## src/rtl/color_centroid_finder.sv

```systemverilog
// Scans an RGB565 frame held in RAM, two pixels per word, and reports how many
// pixels fall inside an RGB window together with their floor-averaged centroid.
module color_centroid_finder #(
  parameter logic [17:0] FRAME_BASE = 18'd1,
  parameter int          IMG_WIDTH  = 320,
  parameter int          IMG_HEIGHT = 240
) (
  input  logic        clk,
  input  logic        reset,
  input  logic        start,
  input  logic [4:0]  r_min,
  input  logic [4:0]  r_max,
  input  logic [5:0]  g_min,
  input  logic [5:0]  g_max,
  input  logic [4:0]  b_min,
  input  logic [4:0]  b_max,
  output logic [17:0] address,
  output logic        rden,
  input  logic [31:0] data_read,
  output logic        busy,
  output logic        done,
  output logic [16:0] match_count,
  output logic [8:0]  centroid_x,
  output logic [7:0]  centroid_y,
  output logic        found
);

  localparam int unsigned NWORDS    = (IMG_WIDTH * IMG_HEIGHT) / 2;
  localparam logic [17:0] LAST_WORD = 18'(NWORDS - 1);
  localparam logic [9:0]  X_WRAP    = 10'(IMG_WIDTH);

  typedef enum logic [2:0] {IDLE, READ, DRAIN, DIV_X, DIV_Y, DONE} state_t;

  state_t      state, state_nxt;
  logic [17:0] word_cnt;
  logic        rd_valid;
  logic [8:0]  px;
  logic [7:0]  py;
  logic [16:0] count, count_nxt;
  logic [24:0] sum_x, sum_x_nxt;
  logic [24:0] sum_y, sum_y_nxt;
  logic        m_hi, m_lo;

  logic [24:0] div_q, q_new;
  logic [16:0] div_r, r_new;
  logic [17:0] rem_sh;
  logic        ge;
  logic [4:0]  div_cnt;
  logic [8:0]  qx;

  // Pixel match on the word returned for the previous cycle's read.
  always_comb begin
    m_hi = rd_valid
        && (data_read[31:27] >= r_min) && (data_read[31:27] <= r_max)
        && (data_read[26:21] >= g_min) && (data_read[26:21] <= g_max)
        && (data_read[20:16] >= b_min) && (data_read[20:16] <= b_max);
    m_lo = rd_valid
        && (data_read[15:11] >= r_min) && (data_read[15:11] <= r_max)
        && (data_read[10:5]  >= g_min) && (data_read[10:5]  <= g_max)
        && (data_read[4:0]   >= b_min) && (data_read[4:0]   <= b_max);
  end

  always_comb begin
    count_nxt = count + {16'd0, m_hi} + {16'd0, m_lo};
    sum_x_nxt = sum_x + (m_hi ? {16'd0, px} : '0)
                      + (m_lo ? ({16'd0, px} + 25'd1) : '0);
    sum_y_nxt = sum_y + (m_hi ? {17'd0, py} : '0)
                      + (m_lo ? {17'd0, py} : '0);
  end

  // One restoring-divide step: shift in the next dividend bit, subtract if it fits.
  always_comb begin
    rem_sh = {div_r, div_q[24]};
    ge     = rem_sh >= {1'b0, count};
    r_new  = ge ? 17'(rem_sh - {1'b0, count}) : rem_sh[16:0];
    q_new  = {div_q[23:0], ge};
  end

  always_comb begin
    state_nxt = state;
    case (state)
      IDLE:  if (start) state_nxt = READ;
      READ:  if (word_cnt == LAST_WORD) state_nxt = DRAIN;
      DRAIN: state_nxt = (count_nxt == '0) ? DONE : DIV_X;
      DIV_X: if (div_cnt == 5'd24) state_nxt = DIV_Y;
      DIV_Y: if (div_cnt == 5'd24) state_nxt = DONE;
      DONE:  state_nxt = IDLE;
      default: state_nxt = IDLE;
    endcase
  end

  always_comb begin
    rden    = (state == READ);
    address = rden ? (FRAME_BASE + word_cnt) : '0;
    busy    = (state != IDLE);
    done    = (state == DONE);
  end

  always_ff @(posedge clk) begin
    if (reset) begin
      state       <= IDLE;
      word_cnt    <= '0;
      rd_valid    <= 1'b0;
      px          <= '0;
      py          <= '0;
      count       <= '0;
      sum_x       <= '0;
      sum_y       <= '0;
      div_q       <= '0;
      div_r       <= '0;
      div_cnt     <= '0;
      qx          <= '0;
      match_count <= '0;
      centroid_x  <= '0;
      centroid_y  <= '0;
      found       <= 1'b0;
    end else begin
      state    <= state_nxt;
      rd_valid <= (state == READ);

      if (rd_valid) begin
        count <= count_nxt;
        sum_x <= sum_x_nxt;
        sum_y <= sum_y_nxt;
        if (({1'b0, px} + 10'd2) >= X_WRAP) begin
          px <= '0;
          py <= py + 8'd1;
        end else begin
          px <= px + 9'd2;
        end
      end

      case (state)
        IDLE: if (start) begin
          word_cnt <= '0;
          px       <= '0;
          py       <= '0;
          count    <= '0;
          sum_x    <= '0;
          sum_y    <= '0;
        end
        READ: word_cnt <= word_cnt + 18'd1;
        DRAIN: begin
          // Final word lands this cycle, so the divider loads the updated sum.
          div_q   <= sum_x_nxt;
          div_r   <= '0;
          div_cnt <= '0;
          if (count_nxt == '0) begin
            match_count <= '0;
            centroid_x  <= '0;
            centroid_y  <= '0;
            found       <= 1'b0;
          end
        end
        DIV_X: begin
          div_q   <= q_new;
          div_r   <= r_new;
          div_cnt <= div_cnt + 5'd1;
          if (div_cnt == 5'd24) begin
            qx      <= q_new[8:0];
            div_q   <= sum_y;
            div_r   <= '0;
            div_cnt <= '0;
          end
        end
        DIV_Y: begin
          div_q   <= q_new;
          div_r   <= r_new;
          div_cnt <= div_cnt + 5'd1;
          if (div_cnt == 5'd24) begin
            match_count <= count;
            centroid_x  <= qx;
            centroid_y  <= q_new[7:0];
            found       <= 1'b1;
          end
        end
        default: ;
      endcase
    end
  end

endmodule

```

## config.mk

```make
export PLATFORM = sky130hd
export DESIGN_NAME = color_centroid_finder
export DESIGN_NICKNAME = d
export VERILOG_FILES = /design/src/rtl/color_centroid_finder.sv
export SDC_FILE = /design/constraint.sdc
export NUM_CORES = 1
export LEC_CHECK = 0
export BUFFER_PORTS_ARGS = -buffer_cell sky130_fd_sc_hd__buf_2
export CAP_MARGIN = 10
export CORE_MARGIN = 2
export CORE_UTILIZATION = 30
export CTS_CLUSTER_SIZE = 20
export DETAILED_ROUTE_END_ITERATION = 7
export GPL_TIMING_DRIVEN = 0
export REMOVE_ABC_BUFFERS = 1
export SYNTH_ARGS = -nofsm -noshare
export SYNTH_HDL_FRONTEND = slang
export SYNTH_SLANG_ARGS = --single-unit
```

## constraint.sdc

```tcl
create_clock -name clk -period 6.9 [get_ports clk]
set_input_delay 1.035 -clock clk [delete_from_list [all_inputs] [get_ports clk]]
set_output_delay 1.035 -clock clk [all_outputs]
set_load 0.1 [all_outputs]
```

## After elaboration in Yosys (flattened, before gate mapping)

Cells that the tools add are included.

- $add $sub $neg: 13
- $lt $le $gt $ge: 14
- Equal/unequal tests: 12
- Mux-type cells: 49
- Reduce and logical (&&, ||, !) cells: 22

Operators with widths:

| operator | number |
|---|---|
| $mux 25 | 7 |
| $mux 17 | 7 |
| $pmux 25 s3 | 1 |
| $mux 8 | 8 |
| $mux 9 | 7 |
| $pmux 17 s3 | 1 |
| $add 25x8->25 | 2 |
| $mux 18 | 2 |
| $pmux 18 s2 | 1 |
| $add 17x1->17 | 2 |
| $pmux 17 s2 | 1 |
| $add 25x10->25 | 1 |
| $add 25x9->25 | 1 |
| $ge 5x5->1 | 4 |
| $le 5x5->1 | 4 |
| $add 18x1->18 const B | 1 |
| $eq 18x16->1 const B | 1 |
| $ge 18x17->1 | 1 |
| $pmux 9 s2 | 1 |
| $logic_not 17->1 | 1 |
| $sub 17x17->17 | 1 |
| $pmux 8 s2 | 1 |
| $mux 3 | 5 |
| $pmux 3 s5 | 1 |
| 26 further kinds | 48 |

- Register bits after elaboration: 197
- Input port bits: 67
- Logic and storage cells: 126

## Logic depth before layout (Yosys ltp)

Gate-level depths: netlist of the first run.

- Word-level depth: 13
- Gate-level depth with buffers: 22
- Gate-level depth less buffers: 21

## Worst setup path after synthesis of the first run

OpenSTA, ideal clock, no wires.

- Kind: input-to-reg
- Start point: in b_max[1]
- End point: reg div_q[11]
- Setup time: 0.079 ns
- Arrival: 5.584 ns
- Slack: 1.237 ns
- Stages: 22
- Cell sequence: inv_1 -> ha_1 -> nor2b_1 -> o21a_1 -> o21ai_0 -> a21oi_1 -> or4_1 -> nor4b_4 -> buf_2 -> nand2_1 -> fa_1 -> inv_1 -> ha_1 -> inv_1 -> fa_1 -> nor2b_1 -> o21ai_0 -> a21boi_0 -> o21ai_1 -> o21a_1 -> or4_1 -> o211ai_1

- Cells in the longest elaborated chain, start to end: 6
- Elaborated cells on any way between the ends: 9
- Those cells by class: add/sub (2); order compare (2); mux (3); reduce/logical (2)

RTL lines:

| item | RTL line | RTL |
|---|---|---|
| start, declared | 16 | `input logic [4:0] b_max,` |
| $le 5x5->1 | 56 | `&& (data_read[20:16] >= b_min) && (data_read[20:16] <= b_max);` |
| $logic_and 1x1->1 | 56 |  |
| $mux 9 | 65 | `sum_x_nxt = sum_x + (m_hi ? {16'd0, px} : '0)` |
| $add 25x9->25 | 65 |  |
| $add 25x10->25 * | 66 | `+ (m_lo ? ({16'd0, px} + 25'd1) : '0);` |
| $pmux 25 s3 * | 133 | `case (state)` |
| end signal, assigned | 145 | `div_q <= sum_x_nxt;` |
| end signal, assigned | 156 | `div_q <= q_new;` |
| end signal, assigned | 161 | `div_q <= sum_y;` |
| end, declared | 44 | `logic [24:0] div_q, q_new;` |

Every way passes the cells marked *; elsewhere a longest branch is shown, timed or not.
A chain may end at the register's enable or synchronous reset.

## Final worst setup path of the first run

- Start point: in b_max[1]
- End point: reg match_count[1]

- Cells in the longest elaborated chain, start to end: 7
- Elaborated cells on any way between the ends: 9
- Those cells by class: add/sub (2); order compare (2); eq/ne (1); reduce/logical (4)

RTL lines:

| item | RTL line | RTL |
|---|---|---|
| $le 5x5->1 | 56 |  |
| $logic_and 1x1->1 | 56 |  |
| $add 17x1->17 | 64 | `count_nxt = count + {16'd0, m_hi} + {16'd0, m_lo};` |
| $add 17x1->17 * | 64 |  |
| $logic_not 17->1 * | 148 | `if (count_nxt == '0) begin` |
| $ne 2x2->1 (no line) * | - |  |
| $reduce_and 3->1 (no line) * | - |  |
| end signal, assigned | 171 | `match_count <= count;` |
| end, declared | 22 | `output logic [16:0] match_count,` |

Marked as above.

==> metrics.md, run 1 <==
| Metric | Value |
|---|---|
| Status | finished clean |
| DRC | 0 |
| Setup CP Type | input pin to flip-flop |
| Initial drt markers | 737 |
| Vias per cell | 5.06 |
| Min Hold Slack | roughly 0.46 ns |
| CTS Root Cell | clkbuf_16 |
| Final hold viol count | 0 |
| Core footprint | around 43000 um^2 |
| IO Pins | 123 |
| Sequential share of power | a little under half |
| Worst-path maximum fanout | 20 |
| Die W | roughly 210 um |
| Post-Layout Cell Count | 2252 |
| Yosys warns | 0 |
| Peak VDD IR | about 0.17 mV |
| Final standard cell area without fillers | 14700 um^2 |
| Max H-tree Level | 4 |
| DR WL/cell | between 10 and 15 um |
| Starting density of the core | a little under a third |
| Asr flop ratio synth | 0% |
| Post-synth EDFFs | 0 |
| Synth-to-layout area growth | 13.6% |
| PortBufs | approximately 120 |
| CP Launch Type | input pin |
| RSZ-0062 raised after global routing | no |
| Average size of a mapped cell | approximately 8.2 um^2 |
| Antenna-violating nets left | 0 |
| Yosys reg bits | between 150 and 200 |
| Dominant synthesized flop cell | dfxtp_1 |
| Placed cell count | 2217 |
| Logic gate share of total power | 17.3% |
| Footprint of the multi-input gates | ~8300 um^2 |
| Max clock buf depth | 2 |
| Final WL | 32.5 mm |
| Critical Path AT | about 6.7 ns |
| Fin nets | roughly 1900 |
| Fill count | 4441 |
| DIE AREA | roughly 45000 um^2 |
| Clock power frac | between 30 and 40% |
| F_max | around 160 MHz |
| Fin. max-slew vios | 0 |
| Sequential area share after synthesis | between 30 and 40% |
| Setup TNS | 0 ns |
| Setup ws final | approximately 0.64 ns |
| Layout cells sized above 1 | roughly an eighth |
| Sw Ratio | roughly 30% |
| DP Worst Slack | around 0.16 ns |
| Leak Pwr | about 0.006 uW |
| Via Count | between 10000 and 15000 |
| First-pass GRT wire length | between 50 and 60 mm |
| # diodes | 0 |
| Die H | 212 um |
| Final period utilization | between 90 and 100% |
| Normalized max-slew margin | between 20 and 30% |
| Post-CTS resize count | 0 |
| Fin Clk Skew | between 0.01 and 0.015 ns |
| Final HPWL DP | about 24 mm |
| CTS tree | yes |
| Tightest Hold Check Type | flip-flop to flip-flop |
| Initial antenna violation count | 0 |
| Post-CTS Setup Bufs | 0 |
| Routability cong. | between 0.8 and 0.9 |
| Placed cell areas | 14100 um^2 |
| Inserted Clock Buffers | 17 |
| Reg area | approximately 3900 um^2 |
| First-pass DRT Iterations | 5 |
| CTS clk-pin slew, worst paths | approximately 0.070 ns |
| Core Rows | 76 |
| GRT overflow | 0 |
| Gr usage total | approximately 15% |
| Final min period | about 6.3 ns |
| Distinct cells, synth | 85 |
| Vias in the first global route | roughly 11000 |
| Cells after Synth | ~1600 |
| Clock Latency Late Sink | 0.45 ns |
| Hold buffers post-CTS | 0 |
| P_sw | ~810 uW |
| Pwr/cell area | ~180 nW/um^2 |
| Synthesized area | approximately 13000 um^2 |
| Internal power | 1860 uW |
| # clock sinks | 197 |
| Setup violations, final | 0 |
| Max_cap viols | 0 |
| Endpoint type of the worst setup path | flip-flop |
| Tightest Pin Transition | between 1 and 1.5 ns |
| Largest net degree at the start of global routing | between 70 and 80 |
| Req. time, crit path | 7.29 ns |
synthesized netlist by cell type (22+ instances only):
| cell type | n | area [um^2] |
|---|---|---|
| nor2_1 | 187 | 702 |
| and2_1 | 28 | 175 |
| ha_1 | 108 | 1350 |
| mux2i_1 | 30 | 300 |
| xnor2_1 | 71 | 622 |
| nand4_1 | 35 | 219 |
| clkbuf_1 | 54 | 203 |
| nand2_1 | 125 | 469 |
| nor3_1 | 37 | 185 |
| xor2_1 | 26 | 228 |
| o21ai_0 | 89 | 445 |
| dfxtp_1 | 197 | 3940 |
| a22o_1 | 29 | 254 |
| nand3_1 | 52 | 260 |
| o21a_1 | 22 | 165 |
| a21oi_1 | 102 | 510 |
| inv_1 | 94 | 353 |
layout by cell type (no fill, tap or decap), types with 4 or more instances in the layout:
cell type  count
a22o_2         4
a21o_1        20
a21oi_1      100
o21bai_1       7
nor4_1        12
nand4b_1       7
a221o_1       12
mux2i_1       30
or3_1         14
nand2b_1      20
inv_1         94
and3_1        10
dfxtp_1      196
nor2_1       185
and2_1        28
ha_1         108
a22o_1        29
nand4_1       35
buf_2        123
o211ai_1       8
o31ai_1        4
nand3_1       52
or4_1          6
o21ai_0       89
xor2_1        26
inv_6          4
a221oi_1      10
xnor2_1       71
nor3_1        37
and4_1         6
nand2_1      124
clkbuf_16     17
nor2b_1       11
fa_1          21
a32oi_1        6
a211oi_1      18
o21a_1        22
buf_8          4
kinds of logic (layout without fill, tap and decap cells):
kind of cell               count (synthesis)  after routing  synth area share, %
and+or+nand+nor                          574            574                 21.8
AOI/OAI and AO/OA                        377            377                 19.3
DFF                                      197            197                 30.4
buffers and inverters                    174            260                 5.60
adders and majority gates                129            129                 13.7
xor gates and xnor gates                  97             97                 6.55
muxes                                     33             33                 2.60
worst max-delay path, stage by stage:
cell and delay (ns):
buf_2 0.08, inv_1 0.05, ha_1 0.30, nor2b_1 0.13
o21a_1 0.15, o21ai_0 0.16, a21oi_1 0.09, or4_1 0.59
nor4b_4 0.78, inv_1 0.26, fa_1 0.50, inv_1 0.07
ha_1 0.24, and3_1 0.37, and3_1 0.22, mux2i_1 0.30
nor4_4 0.12, a211oi_4 0.78, buf_8 0.25, a22o_1 0.15
power by group through the flow:
stage / Clock (uW) / Combinational (uW) / Sequential (uW)
2_1_floorplan: 0 / 309 / 1220
3_3_place_gp: 0 / 427 / 1240
3_5_place_dp: 0 / 457 / 1230
4_1_cts: 1030 / 460 / 1200
5_1_grt: 1070 / 517 / 1210
6_report: 1000 / 462 / 1200
path summary, 6_finish.rpt:
kind	start	endpoint	slack, ns	depth (start not counted)
min reg2reg	qx[1]$_SDFFE_PP0P_	qx[1]$_SDFFE_PP0P_	0.46	2
max	b_max[1]	match_count[1]$_SDFFE_PP0P_	0.64	20
max reg2reg	rd_valid$_SDFF_PP0_	match_count[1]$_SDFFE_PP0P_	1.17	15
min	qx[1]$_SDFFE_PP0P_	qx[1]$_SDFFE_PP0P_	0.46	2
state kept, by name, indices dropped and copies added, names as in the netlist, 3 cells and up:
register	cells
py	8
div_q	25
centroid_x	9
qx	9
sum_x	25
centroid_y	8
sum_y	25
count	17
word_cnt	18
state	3
div_r	17
div_cnt	5
px	9
match_count	17
per-stage QoR:
stage / utilization, % / power [uW]
after floorplan: - / 1530
after CTS: 34.2 / 2690
after detailed placement: 32.9 / 1690
final: 34.3 / 2670
after global routing: 34.3 / 2800
after global placement: 32.5 / 1660
metal layers:
layer  share of wire [%]  vias to the layer above  track usage [%]
li1                    -                     5760                -
met1                  47                     5401             18.6
met2                  49                      182             26.6
met3                 2.6                       42             1.62
met4                 2.3                        0             5.37
met5                   0                        -                0
layout make-up:
type | instances | share of cell area, %
timing repair buffer | 133 | 5.39
clock inverter | 13 | 0.934
clock buffer | 19 | 3.01
tap | 585 | 4.97
inverter | 95 | 2.42
sequential | 197 | 26.8
multi-input combinational | 1210 | 56.5
Note: power is estimated with default switching activity, not from simulation.
==> run 2: changes to the inputs <==
--- a/config.mk
+++ b/config.mk
@@ -12,6 +12,7 @@
 export CTS_CLUSTER_SIZE = 20
 export DETAILED_ROUTE_END_ITERATION = 7
 export GPL_TIMING_DRIVEN = 0
+export PLACE_DENSITY_LB_ADDON = 0.3
 export REMOVE_ABC_BUFFERS = 1
 export SYNTH_ARGS = -nofsm -noshare
 export SYNTH_HDL_FRONTEND = slang
==> run 2 against run 1 <==
  * Power shrank 0.54%
  * Register-to-register slack gained 0.18 ns
  * Clock-buffer cell count shrank 1
  * Cell area shrank 0.21%
  * Critical endpoint is now centroid_y[7]$_SDFFE_PP0P_
  * First-iteration DRC count shrank 14%
  * Flip-flop and latch count is the same
  * Utilization shrank 0.073 points
  * Maximum frequency grew 2.0%
  * Non-clock buffer count shrank 1
  * Combinational power is essentially flat
  * Global-route usage shrank 0.14 points
  * Worst hold slack lost 0.0035 ns
==> metrics.md, run 2 (synthesis gave the netlist of run 1 again) <==
| Metric | Value |
|---|---|
| Gr usage total | 14.8% (-0.14 points) |
| Top Registers | div_q x25, sum_x x25, sum_y x25 |
| # diodes | 0 (unchanged) |
| Final hold viol count | 0 (unchanged) |
| Max_cap viols | 0 (unchanged) |
| Largest net degree at the start of global routing | 75 (unchanged) |
| Layout cells sized above 1 | 11.9% (about the same) |
| Fin. max-slew vios | 0 (unchanged) |
| Leak Pwr | 0.00595 uW (-0.25%) |
| Top Layer Used | met4 |
| Critical Path AT | 6.48 ns (-0.17 ns) |
| Initial drt markers | 637 (-14%) |
| Pwr/cell area | 181 nW/um^2 (-0.33%) |
| Vias per cell | 5.01 (-0.90%) |
| Die H | 212 um (unchanged) |
| Tightest Hold Check Type | flip-flop to flip-flop |
| Final HPWL DP | 24.2 mm (-0.37%) |
| Routability cong. | 0.847 (-2.7%) |
| Setup CP Type | input pin to flip-flop |
| Synth-to-layout area growth | 13.4% |
| # clock sinks | 197 (unchanged) |
| Antenna-violating nets left | 0 (unchanged) |
| Fin Clk Skew | 0.0119 ns (+0.000412 ns) |
| Commonest cells after routing, fill and taps aside | dfxtp_1, nor2_1, nand2_1 |
| Hold buffers post-CTS | 0 (unchanged) |
| Inserted Clock Buffers | 17 (unchanged) |
| Final core occ | 34.3% (-0.073 points) |
| Design Power | 2650 uW (-0.54%) |
| IO Pins | 123 (unchanged) |
| Final WL | 32.5 mm (-0.18%) |
| Max H-tree Level | 4 (unchanged) |
| CTS tree | yes |
| Peak VDD IR | 0.133 mV (-22%) |
| Core footprint | 42900 um^2 (unchanged) |
| F_max | 163 MHz (+2.0%) |
| DIE AREA | 44900 um^2 (unchanged) |
| Post-CTS Setup Bufs | 0 (unchanged) |
| First-pass GRT wire length | 54.1 mm (-1.8%) |
| Met3 wire len | 807 um (-4.8%) |
| GRT overflow | 0 (unchanged) |
| Clock Latency Late Sink | 0.46 ns (about the same) |
| Commonest non-fill, non-tap cell in the layout | dfxtp_1 |
| Max clock buf depth | 2 (unchanged) |
| First-pass DRT Iterations | 4 (-1) |
| Worst-path maximum fanout | 21 (+5.0%) |
| CTS Root Cell | clkbuf_16 |
| Met2 wire len | 15.6 mm (-1.4%) |
| Core Rows | 76 (unchanged) |
| Vias in the first global route | 10757 (-3.7%) |
| Fin nets | 1849 (-0.054%) |
| Status | finished clean |
| Length of routed wiring on met1 | 15.4 mm (+1.9%) |
| Setup violations, final | 0 (unchanged) |
| Initial antenna violation count | 0 (unchanged) |
| DRC | 0 (unchanged) |
| Starting density of the core | 30.2% (unchanged) |
| Final min period | 6.14 ns (-0.123 ns) |
| Final period utilization | 89.0% (-1.8 points) |
| PortBufs | 122 (unchanged) |
| Die W | 212 um (unchanged) |
| Tightest Pin Transition | 1.27 ns (+0.152 ns) |
| Endpoint type of the worst setup path | flip-flop |
| Post-CTS resize count | 0 (unchanged) |
| Fill count | 4463 (+0.50%) |
| RSZ-0062 raised after global routing | no |
| Via Count | 11278 (-0.94%) |
| DR WL/cell | 14.4 um (-0.13%) |
| Req. time, crit path | 7.24 ns (-0.05 ns) |
| CP Launch Type | input pin |
| Normalized max-slew margin | 15.3% (-10 points) |
| CTS clk-pin slew, worst paths | 0.08 ns (about the same) |
run 2: worst max-delay path, stage by stage:
cell and delay, ns:
buf_2 0.07, inv_1 0.05, ha_1 0.29, nor2b_1 0.13, o21a_1 0.15, o21ai_0 0.15, a21oi_1 0.07, or4_1 0.60
nor4b_4 0.74, inv_1 0.24, fa_1 0.49, inv_1 0.07, ha_1 0.26, and3_1 0.38, xnor2_1 0.16, a41o_1 0.20
nand4_2 0.12, nor4_4 0.50, a211oi_4 0.24, buf_8 0.26, a22o_2 0.21
run 2: final timing paths:
| path | start | endpoint | slack [ns] | cells past startpoint |
|---|---|---|---|---|
| hold reg to reg | qx[4]$_SDFFE_PP0P_ | qx[4]$_SDFFE_PP0P_ | 0.46 | 2 |
| setup / recovery | b_max[1] | centroid_y[7]$_SDFFE_PP0P_ | 0.76 | 21 |
| setup reg to reg | rd_valid$_SDFF_PP0_ | centroid_y[7]$_SDFFE_PP0P_ | 1.35 | 16 |
| hold / removal | qx[4]$_SDFFE_PP0P_ | qx[4]$_SDFFE_PP0P_ | 0.46 | 2 |
run 2: layout make-up:
class / instances / area [um^2] / area share [%]
clock buffers: 18 / 439 / 2.99
well taps: 585 / 732 / 4.98
flip-flops and latches: 197 / 3950 / 26.8
clock inverters: 14 / 134 / 0.911
multi-input cells: 1210 / 8320 / 56.6
inverters: 95 / 357 / 2.43
repair buffers: 132 / 769 / 5.24
run 2: layer usage:
| layer | global-route usage, % | vias up |
|---|---|---|
| met5 | 0 | - |
| met4 | 5.12 | 0 |
| met3 | 1.59 | 32 |
| met2 | 25.7 | 176 |
| met1 | 19.0 | 5305 |
| li1 | - | 5765 |
run 2: power breakdown:
part	leakage (uW)	switching [uW]	internal, uW	total (uW)
sequential	0.00159	38.3	1170	1210
clock	0.000281	497	491	988
combinational	0.00408	293	167	461
total	0.00595	829	1830	2650
run 2: through the flow:
stage	cells	cell area, um^2	setup TNS (ns)	setup WS (ns)	hold WS [ns]
floorplan	1502	12600	0	1.23	0.430
global placement	2209	13900	-10.11	-0.347	0.444
detailed placement	2219	14100	0	0.226	0.448
CTS	2251	14700	0	0.711	0.459
global route	2251	14700	0	0.263	0.472
finish	2251	14700	0	0.762	0.457
